`src/rtl/decode_stage.sv`:
```
// Registered RV32I+M/Zicsr decode stage: valid/ready input, one-entry output register,
// load-use interlock, flush and a saturating stall counter.
module decode_stage #(
  parameter int unsigned XLEN        = 32,
  parameter bit          EN_M_EXT    = 1'b1,
  parameter bit          EN_CSR      = 1'b1,
  parameter int unsigned STALL_CNT_W = 16
) (
  input  logic                   clk,
  input  logic                   rst_n,
  input  logic                   flush_i,
  input  logic                   in_valid_i,
  output logic                   in_ready_o,
  input  logic [31:0]            inst_i,
  input  logic [XLEN-1:0]        inst_addr_i,
  output logic [4:0]             reg1_addr_o,
  output logic [4:0]             reg2_addr_o,
  input  logic [XLEN-1:0]        reg1_data_i,
  input  logic [XLEN-1:0]        reg2_data_i,
  output logic [11:0]            csr_rd_addr_o,
  input  logic [XLEN-1:0]        csr_data_i,
  output logic                   out_valid_o,
  input  logic                   out_ready_i,
  output logic [31:0]            inst_o,
  output logic [XLEN-1:0]        inst_addr_o,
  output logic [XLEN-1:0]        op1_o,
  output logic [XLEN-1:0]        op2_o,
  output logic [XLEN-1:0]        op1_jump_o,
  output logic [XLEN-1:0]        op2_jump_o,
  output logic [XLEN-1:0]        reg2_data_o,
  output logic                   reg_wr_en_o,
  output logic [4:0]             reg_wr_addr_o,
  output logic                   csr_wr_en_o,
  output logic [11:0]            csr_wr_addr_o,
  output logic [XLEN-1:0]        csr_rd_data_o,
  output logic                   illegal_o,
  output logic [STALL_CNT_W-1:0] stall_cnt_o
);

  localparam logic [6:0] OpcOpImm  = 7'b0010011;
  localparam logic [6:0] OpcOp     = 7'b0110011;
  localparam logic [6:0] OpcLoad   = 7'b0000011;
  localparam logic [6:0] OpcStore  = 7'b0100011;
  localparam logic [6:0] OpcBranch = 7'b1100011;
  localparam logic [6:0] OpcJal    = 7'b1101111;
  localparam logic [6:0] OpcJalr   = 7'b1100111;
  localparam logic [6:0] OpcLui    = 7'b0110111;
  localparam logic [6:0] OpcAuipc  = 7'b0010111;
  localparam logic [6:0] OpcSystem = 7'b1110011;

  logic [6:0] opcode;
  logic [2:0] funct3;
  logic [6:0] funct7;
  logic [4:0] rd, rs1, rs2;

  assign opcode = inst_i[6:0];
  assign funct3 = inst_i[14:12];
  assign funct7 = inst_i[31:25];
  assign rd     = inst_i[11:7];
  assign rs1    = inst_i[19:15];
  assign rs2    = inst_i[24:20];

  logic [XLEN-1:0] imm_i, imm_s, imm_b, imm_j, imm_u;

  assign imm_i = XLEN'($signed(inst_i[31:20]));
  assign imm_s = XLEN'($signed({inst_i[31:25], inst_i[11:7]}));
  assign imm_b = XLEN'($signed({inst_i[31], inst_i[7], inst_i[30:25], inst_i[11:8], 1'b0}));
  assign imm_j = XLEN'($signed({inst_i[31], inst_i[19:12], inst_i[20], inst_i[30:21], 1'b0}));
  assign imm_u = XLEN'($signed({inst_i[31:12], 12'b0}));

  logic            legal, use_rs1, use_rs2, wr_rd, is_csr;
  logic [XLEN-1:0] op1_d, op2_d, op1_jump_d, op2_jump_d, reg2_data_d, csr_rd_data_d;
  logic            reg_wr_en_d, csr_wr_en_d;
  logic [4:0]      reg_wr_addr_d;
  logic [11:0]     csr_wr_addr_d;

  always_comb begin
    legal         = 1'b0;
    use_rs1       = 1'b0;
    use_rs2       = 1'b0;
    wr_rd         = 1'b0;
    is_csr        = 1'b0;
    op1_d         = '0;
    op2_d         = '0;
    op1_jump_d    = '0;
    op2_jump_d    = '0;
    reg2_data_d   = '0;
    csr_rd_data_d = '0;
    case (opcode)
      OpcOpImm: begin
        use_rs1 = 1'b1;
        wr_rd   = 1'b1;
        op1_d   = reg1_data_i;
        op2_d   = imm_i;
        case (funct3)
          3'b001:  legal = (funct7 == 7'b0000000);
          3'b101:  legal = (funct7 == 7'b0000000) || (funct7 == 7'b0100000);
          default: legal = 1'b1;
        endcase
      end
      OpcOp: begin
        use_rs1 = 1'b1;
        use_rs2 = 1'b1;
        wr_rd   = 1'b1;
        op1_d   = reg1_data_i;
        op2_d   = reg2_data_i;
        legal   = (funct7 == 7'b0000000)
               || ((funct7 == 7'b0100000) && ((funct3 == 3'b000) || (funct3 == 3'b101)))
               || ((funct7 == 7'b0000001) && EN_M_EXT);
      end
      OpcLoad: begin
        use_rs1 = 1'b1;
        wr_rd   = 1'b1;
        op1_d   = reg1_data_i;
        op2_d   = imm_i;
        legal   = (funct3 != 3'b011) && (funct3 != 3'b110) && (funct3 != 3'b111);
      end
      OpcStore: begin
        use_rs1     = 1'b1;
        use_rs2     = 1'b1;
        op1_d       = reg1_data_i;
        op2_d       = imm_s;
        reg2_data_d = reg2_data_i;
        legal       = (funct3 == 3'b000) || (funct3 == 3'b001) || (funct3 == 3'b010);
      end
      OpcBranch: begin
        use_rs1    = 1'b1;
        use_rs2    = 1'b1;
        op1_d      = reg1_data_i;
        op2_d      = reg2_data_i;
        op1_jump_d = inst_addr_i;
        op2_jump_d = imm_b;
        legal      = (funct3 != 3'b010) && (funct3 != 3'b011);
      end
      OpcJal: begin
        wr_rd      = 1'b1;
        op1_d      = inst_addr_i;
        op2_d      = XLEN'(32'd4);
        op1_jump_d = inst_addr_i;
        op2_jump_d = imm_j;
        legal      = 1'b1;
      end
      OpcJalr: begin
        use_rs1    = 1'b1;
        wr_rd      = 1'b1;
        op1_d      = inst_addr_i;
        op2_d      = XLEN'(32'd4);
        op1_jump_d = reg1_data_i;
        op2_jump_d = imm_i;
        legal      = (funct3 == 3'b000);
      end
      OpcLui: begin
        wr_rd = 1'b1;
        op2_d = imm_u;
        legal = 1'b1;
      end
      OpcAuipc: begin
        wr_rd = 1'b1;
        op1_d = inst_addr_i;
        op2_d = imm_u;
        legal = 1'b1;
      end
      OpcSystem: begin
        is_csr        = EN_CSR && (funct3 != 3'b000) && (funct3 != 3'b100);
        legal         = is_csr;
        wr_rd         = 1'b1;
        // funct3[2] selects the immediate (zimm) form, which reads no register
        use_rs1       = !funct3[2];
        op1_d         = funct3[2] ? XLEN'(rs1) : reg1_data_i;
        op2_d         = csr_data_i;
        csr_rd_data_d = csr_data_i;
      end
      default: ;
    endcase
    if (!legal) begin
      use_rs1       = 1'b0;
      use_rs2       = 1'b0;
      wr_rd         = 1'b0;
      is_csr        = 1'b0;
      op1_d         = '0;
      op2_d         = '0;
      op1_jump_d    = '0;
      op2_jump_d    = '0;
      reg2_data_d   = '0;
      csr_rd_data_d = '0;
    end
  end

  assign reg_wr_en_d   = wr_rd && (rd != 5'd0);
  assign reg_wr_addr_d = reg_wr_en_d ? rd : 5'd0;
  assign csr_wr_en_d   = is_csr;
  assign csr_wr_addr_d = is_csr ? inst_i[31:20] : 12'd0;

  assign reg1_addr_o   = use_rs1 ? rs1 : 5'd0;
  assign reg2_addr_o   = use_rs2 ? rs2 : 5'd0;
  assign csr_rd_addr_o = csr_wr_addr_d;

  logic                   out_valid_q, out_valid_d;
  logic [31:0]            inst_q;
  logic [XLEN-1:0]        inst_addr_q, op1_q, op2_q, op1_jump_q, op2_jump_q;
  logic [XLEN-1:0]        reg2_data_q, csr_rd_data_q;
  logic                   reg_wr_en_q, csr_wr_en_q, illegal_q;
  logic [4:0]             reg_wr_addr_q;
  logic [11:0]            csr_wr_addr_q;
  logic [STALL_CNT_W-1:0] stall_cnt_q, stall_cnt_d;
  logic                   hazard, accept;

  // Unused source addresses decode to 0 and a held write never targets x0, so 0 never matches.
  assign hazard = out_valid_q && (inst_q[6:0] == OpcLoad) && reg_wr_en_q
               && ((reg1_addr_o == reg_wr_addr_q) || (reg2_addr_o == reg_wr_addr_q));

  assign in_ready_o = (!out_valid_q || out_ready_i) && !hazard && !flush_i;
  assign accept     = in_valid_i && in_ready_o;

  always_comb begin
    out_valid_d = out_valid_q;
    if (flush_i) begin
      out_valid_d = 1'b0;
    end else if (accept) begin
      out_valid_d = 1'b1;
    end else if (out_ready_i) begin
      out_valid_d = 1'b0;
    end
    stall_cnt_d = stall_cnt_q;
    if (in_valid_i && hazard && !flush_i && (stall_cnt_q != '1)) begin
      stall_cnt_d = stall_cnt_q + STALL_CNT_W'(1);
    end
  end

  always_ff @(posedge clk or negedge rst_n) begin
    if (!rst_n) begin
      out_valid_q <= 1'b0;
      stall_cnt_q <= '0;
    end else begin
      out_valid_q <= out_valid_d;
      stall_cnt_q <= stall_cnt_d;
    end
  end

  always_ff @(posedge clk or negedge rst_n) begin
    if (!rst_n) begin
      inst_q        <= '0;
      inst_addr_q   <= '0;
      op1_q         <= '0;
      op2_q         <= '0;
      op1_jump_q    <= '0;
      op2_jump_q    <= '0;
      reg2_data_q   <= '0;
      reg_wr_en_q   <= 1'b0;
      reg_wr_addr_q <= '0;
      csr_wr_en_q   <= 1'b0;
      csr_wr_addr_q <= '0;
      csr_rd_data_q <= '0;
      illegal_q     <= 1'b0;
    end else if (accept) begin
      inst_q        <= inst_i;
      inst_addr_q   <= inst_addr_i;
      op1_q         <= op1_d;
      op2_q         <= op2_d;
      op1_jump_q    <= op1_jump_d;
      op2_jump_q    <= op2_jump_d;
      reg2_data_q   <= reg2_data_d;
      reg_wr_en_q   <= reg_wr_en_d;
      reg_wr_addr_q <= reg_wr_addr_d;
      csr_wr_en_q   <= csr_wr_en_d;
      csr_wr_addr_q <= csr_wr_addr_d;
      csr_rd_data_q <= csr_rd_data_d;
      illegal_q     <= !legal;
    end
  end

  assign out_valid_o   = out_valid_q;
  assign inst_o        = inst_q;
  assign inst_addr_o   = inst_addr_q;
  assign op1_o         = op1_q;
  assign op2_o         = op2_q;
  assign op1_jump_o    = op1_jump_q;
  assign op2_jump_o    = op2_jump_q;
  assign reg2_data_o   = reg2_data_q;
  assign reg_wr_en_o   = reg_wr_en_q;
  assign reg_wr_addr_o = reg_wr_addr_q;
  assign csr_wr_en_o   = csr_wr_en_q;
  assign csr_wr_addr_o = csr_wr_addr_q;
  assign csr_rd_data_o = csr_rd_data_q;
  assign illegal_o     = illegal_q;
  assign stall_cnt_o   = stall_cnt_q;

endmodule

```
`config.mk`:
```
export PLATFORM = sky130hd
export DESIGN_NAME = decode_stage
export DESIGN_NICKNAME = d
export VERILOG_FILES = /design/src/rtl/decode_stage.sv
export SDC_FILE = /design/constraint.sdc
export NUM_CORES = 1
export LEC_CHECK = 0
export BUFFER_PORTS_ARGS = -buffer_cell sky130_fd_sc_hd__buf_2
export CORE_MARGIN = 5
export CORE_UTILIZATION = 45
export CTS_CLUSTER_SIZE = 10
export DETAILED_ROUTE_END_ITERATION = 10
export PLACE_DENSITY = 0.73
export SLEW_MARGIN = 20
export SYNTH_ARGS = -nofsm -noshare
export SYNTH_HDL_FRONTEND = slang
export SYNTH_SLANG_ARGS = --single-unit
```
`constraint.sdc`:
```
create_clock -name clk -period 5.5 [get_ports clk]
set_input_delay 0.825 -clock clk [delete_from_list [all_inputs] [get_ports clk]]
set_output_delay 0.825 -clock clk [all_outputs]
set_load 0.005 [all_outputs]
```
==> qor.csv <==
stage,metric,value,unit
sta,period_needed,4.49,ns
sta,finalCritPeriodShare,81.7,%
logic_synthesis,synth-main-ff-cell,dfrtp_1,
floorplan,dieArea,34100,µm²
sta,rsz0062_at_grt,no,
critical_path,reg2reg_to,op1_o[5],
clock_tree,cts_sinks,282,
critical_path,path_delay_family,compound AO/OA/AOI/OAI gates,
logic_synthesis,synth_top_area_share,51.3,%
critical_path,worstRegToRegCells,9,
logic_synthesis,synth-simple-area-share,10.8,%
routing,vias,11700,
sta,final_max_slew_viol_count,0,
critical_path,crit_path_end_kind,output pin,
logic_synthesis,synth_warnings,0,
sta,setup_violations,0,
logic_synthesis,muxShareOfSynthArea,21.7,%
logic_synthesis,synth_seq_cells,282,
floorplan,die_h,185,µm
critical_path,reg2reg_from,reg_wr_addr_o[1],
outcome,status,"finished, final reports clean",
power,p_clk_share,43.2,%
routing,avgViaCountPerCell,5.70,
clock_tree,cts_root_buffer,clkbuf_16,
clock_tree,htreeDepth,2,
global_route,grt_overflow_total,0,
layout,nets,1816,
layout,drive_gt1_share,35.5,%
sta,setup_slack,1.01,ns
logic_synthesis,avgSynthCellArea,11.3,µm²
global_route,antenna_found_initial,4,
clock_tree,clk_pin_slew,0.05,ns
critical_path,cp.arrival,3.67,ns
clock_tree,cts_tree,built,
logic_synthesis,synthArstFlopShare,100,%
routing,post-route-drc-count,0,
critical_path,rrSetupSlack,2.49,ns
routing,wl_per_cell,23.1,µm
critical_path,worst-path-buf-inv,2,
logic_synthesis,synth_edf_count,0,
clock_tree,cts_inserted_buffers,35,
power,power_frac_comb,10.1,%
logic_synthesis,synth_compound_area_share,9.63,%
global_route,grt_usage,26.6,%
sta,finClkSkew,0.00894,ns
floorplan,ios,481,
placement,portBuffers,480,
logic_synthesis,synth.area.top_cells,"dfrtp_1, mux2_1, a22oi_1, nor2_1, nand2_1",
flow_run,maxCapViolCount,0,
routing,drt-total-wl,47500,µm
logic_synthesis,ys_seq_area_share,51.3,%
routing,dr.pass1.iters,6,
critical_path,worstPathRequired,4.68,ns
critical_path,crit_path_max_incr_delay,0.72,ns
power,p_int,3580,µW
floorplan,core-area,30300,µm²
critical_path,crit_slowest_cell,a21oi_1,
floorplan,die_x,185,µm
global_route,grt_pass1_wl,70600,µm
logic_synthesis,synth_cell_type_count,55,
clock_tree,cts.repair.resized,0,
sta,finalHoldViolCount,0,
critical_path,crit_chain,buf_2 -> and4bb_1 -> nand2_1 -> a21oi_1 -> nand2_1 -> a222oi_1 -> nand3_1 -> o32ai_2 -> nor3_1 -> buf_2,
floorplan,initial_core_util,45.3,%
power,p_per_area,274,nW/µm²
power,switching_share,24.4,%
placement,place_hpwl,34100,µm
sta,worst_pin_slew,0.887,ns
logic_synthesis,synth_commonest_cells,"dfrtp_1, mux2_1, nor2_1",
placement,gp_congestion,0.905,
logic_synthesis,synth_top_family_by_area,multiplexers,
power,leakagePower,0.00875,µW
clock_tree,cts_buffer_depth,3,
clock_tree,cts_setup_buffers,0,
sta,setup_tns,0,ns
critical_path,worst-path-max-fanout,11,
sta,maxSlewHeadroom,40.9,%
power,power_switching,1160,µW
floorplan,row_count,64,
sta,fmax,223,MHz
logic_synthesis,synth.cell_area,13700,µm²
logic_synthesis,synthAdderAreaFrac,0.0910,%
logic_synthesis,synth_nets,1382,
placement,dp_slack,0.911,ns
logic_synthesis,synth_most_common_cell,dfrtp_1,
routing,antenna_left,0,
hold_path,min_path_type,input port to async pin,
global_route,grt_pass1_vias,11800,
global_route,grt_max_degree,127,
clock_tree,cts_hold_repair.buffers,0,
power,power.share.sequential,46.7,%
critical_path,cp-start-kind,input port,
logic_synthesis,synth_cells,1216,
clock_tree,clock_latency,0.50,ns
routing,drt-initial-drc-count,799,
layout,syn_to_final_growth,25.6,%
logic_synthesis,synth_xor_area_share,0.956,%
layout,fin_util,56.9,%
logic_synthesis,synth_top_cell_by_area,dfrtp_1,
critical_path,crit_type,input port to output pin,
power,ir_drop,220,µV
==> layout by cell type, fill, tap and decap left out, types with 15 or more instances in the layout <==
cell type	n
a21oi_1	30
a22oi_1	87
dfrtp_1	282
clkbuf_16	37
nand2_1	108
buf_4	15
a31oi_1	21
and2_1	20
inv_1	41
mux2_2	33
buf_2	479
mux2i_1	40
and3_1	15
mux2_1	196
nor2_1	114
==> logic make-up after synthesis <==
kind of cell             count (synthesis)
flip-flops                             282
multiplexers                           269
AO/OA/AOI/OAI                          183
XOR/XNOR                                15
adder cells (fa/ha/maj)                  1
AND/OR/NAND/NOR                        323
buffers and inverters                  143
==> worst max path at each step <==
stage | from | end | cells past startpoint
finish | inst_i[3] | in_ready_o | 10
global route | inst_i[3] | in_ready_o | 10
CTS | inst_i[3] | in_ready_o | 10
detailed placement | inst_i[6] | op1_o[17] | 12
global placement | inst_i[6] | op1_o[4] | 12
floorplan | inst_i[12] | op1_jump_o[13] | 13
==> metal layers <==
layer	GRT usage [%]	up-vias	share of wire, %
li1	-	5150	-
met1	33.4	5808	38
met2	44.5	646	48
met3	7.99	113	11
met4	8.25	4	3.5
met5	0	-	0.044
==> power groups by stage <==
stage	registers [µW]	clock network, µW	logic, µW
floorplan	2250	0	192
global placement	2240	0	476
detailed placement	2250	0	482
CTS	2210	2090	483
global route	2220	2180	520
finish	2210	2040	479
==> layout make-up <==
class	instances	area (µm²)
fillers	2612	13100
flip-flops and latches	282	7060
multi-input cells	791	5970
repair buffers	499	2610
clock buffers	42	965
well taps	396	495
inverters	41	154
clock inverters	3	17.5
diodes	2	5.00
==> stage by stage <==
step	hold slack [ns]	power [µW]	cells	cell area, µm²
after floorplan	0.480	2440	1216	13700
after global placement	0.461	2720	2009	16300
after detailed placement	0.469	2730	2009	16300
after CTS	0.436	4790	2054	17300
after global routing	0.427	4920	2055	17300
final	0.377	4740	2056	17300
==> worst register-to-register path: stages, from the launching register on <==
cell and delay (ns):
dfrtp_1 0.40, inv_1 0.14, a22oi_1 0.13, a22oi_1 0.15, a21bo_2 0.24, o221ai_1 0.34
o32ai_2 0.18, nor3_4 0.38, buf_12 0.43, mux2_2 0.53
==> registers in the layout, indices dropped and copies added, names as in the netlist, 5 cells and up <==
signal	flops
op1_o	32
inst_addr_o	32
stall_cnt_o	16
op2_o	32
csr_rd_data_o	32
op2_jump_o	21
reg_wr_addr_o	5
reg2_data_o	32
csr_wr_addr_o	12
inst_o	32
op1_jump_o	32
(Power assumes the default switching activity.)
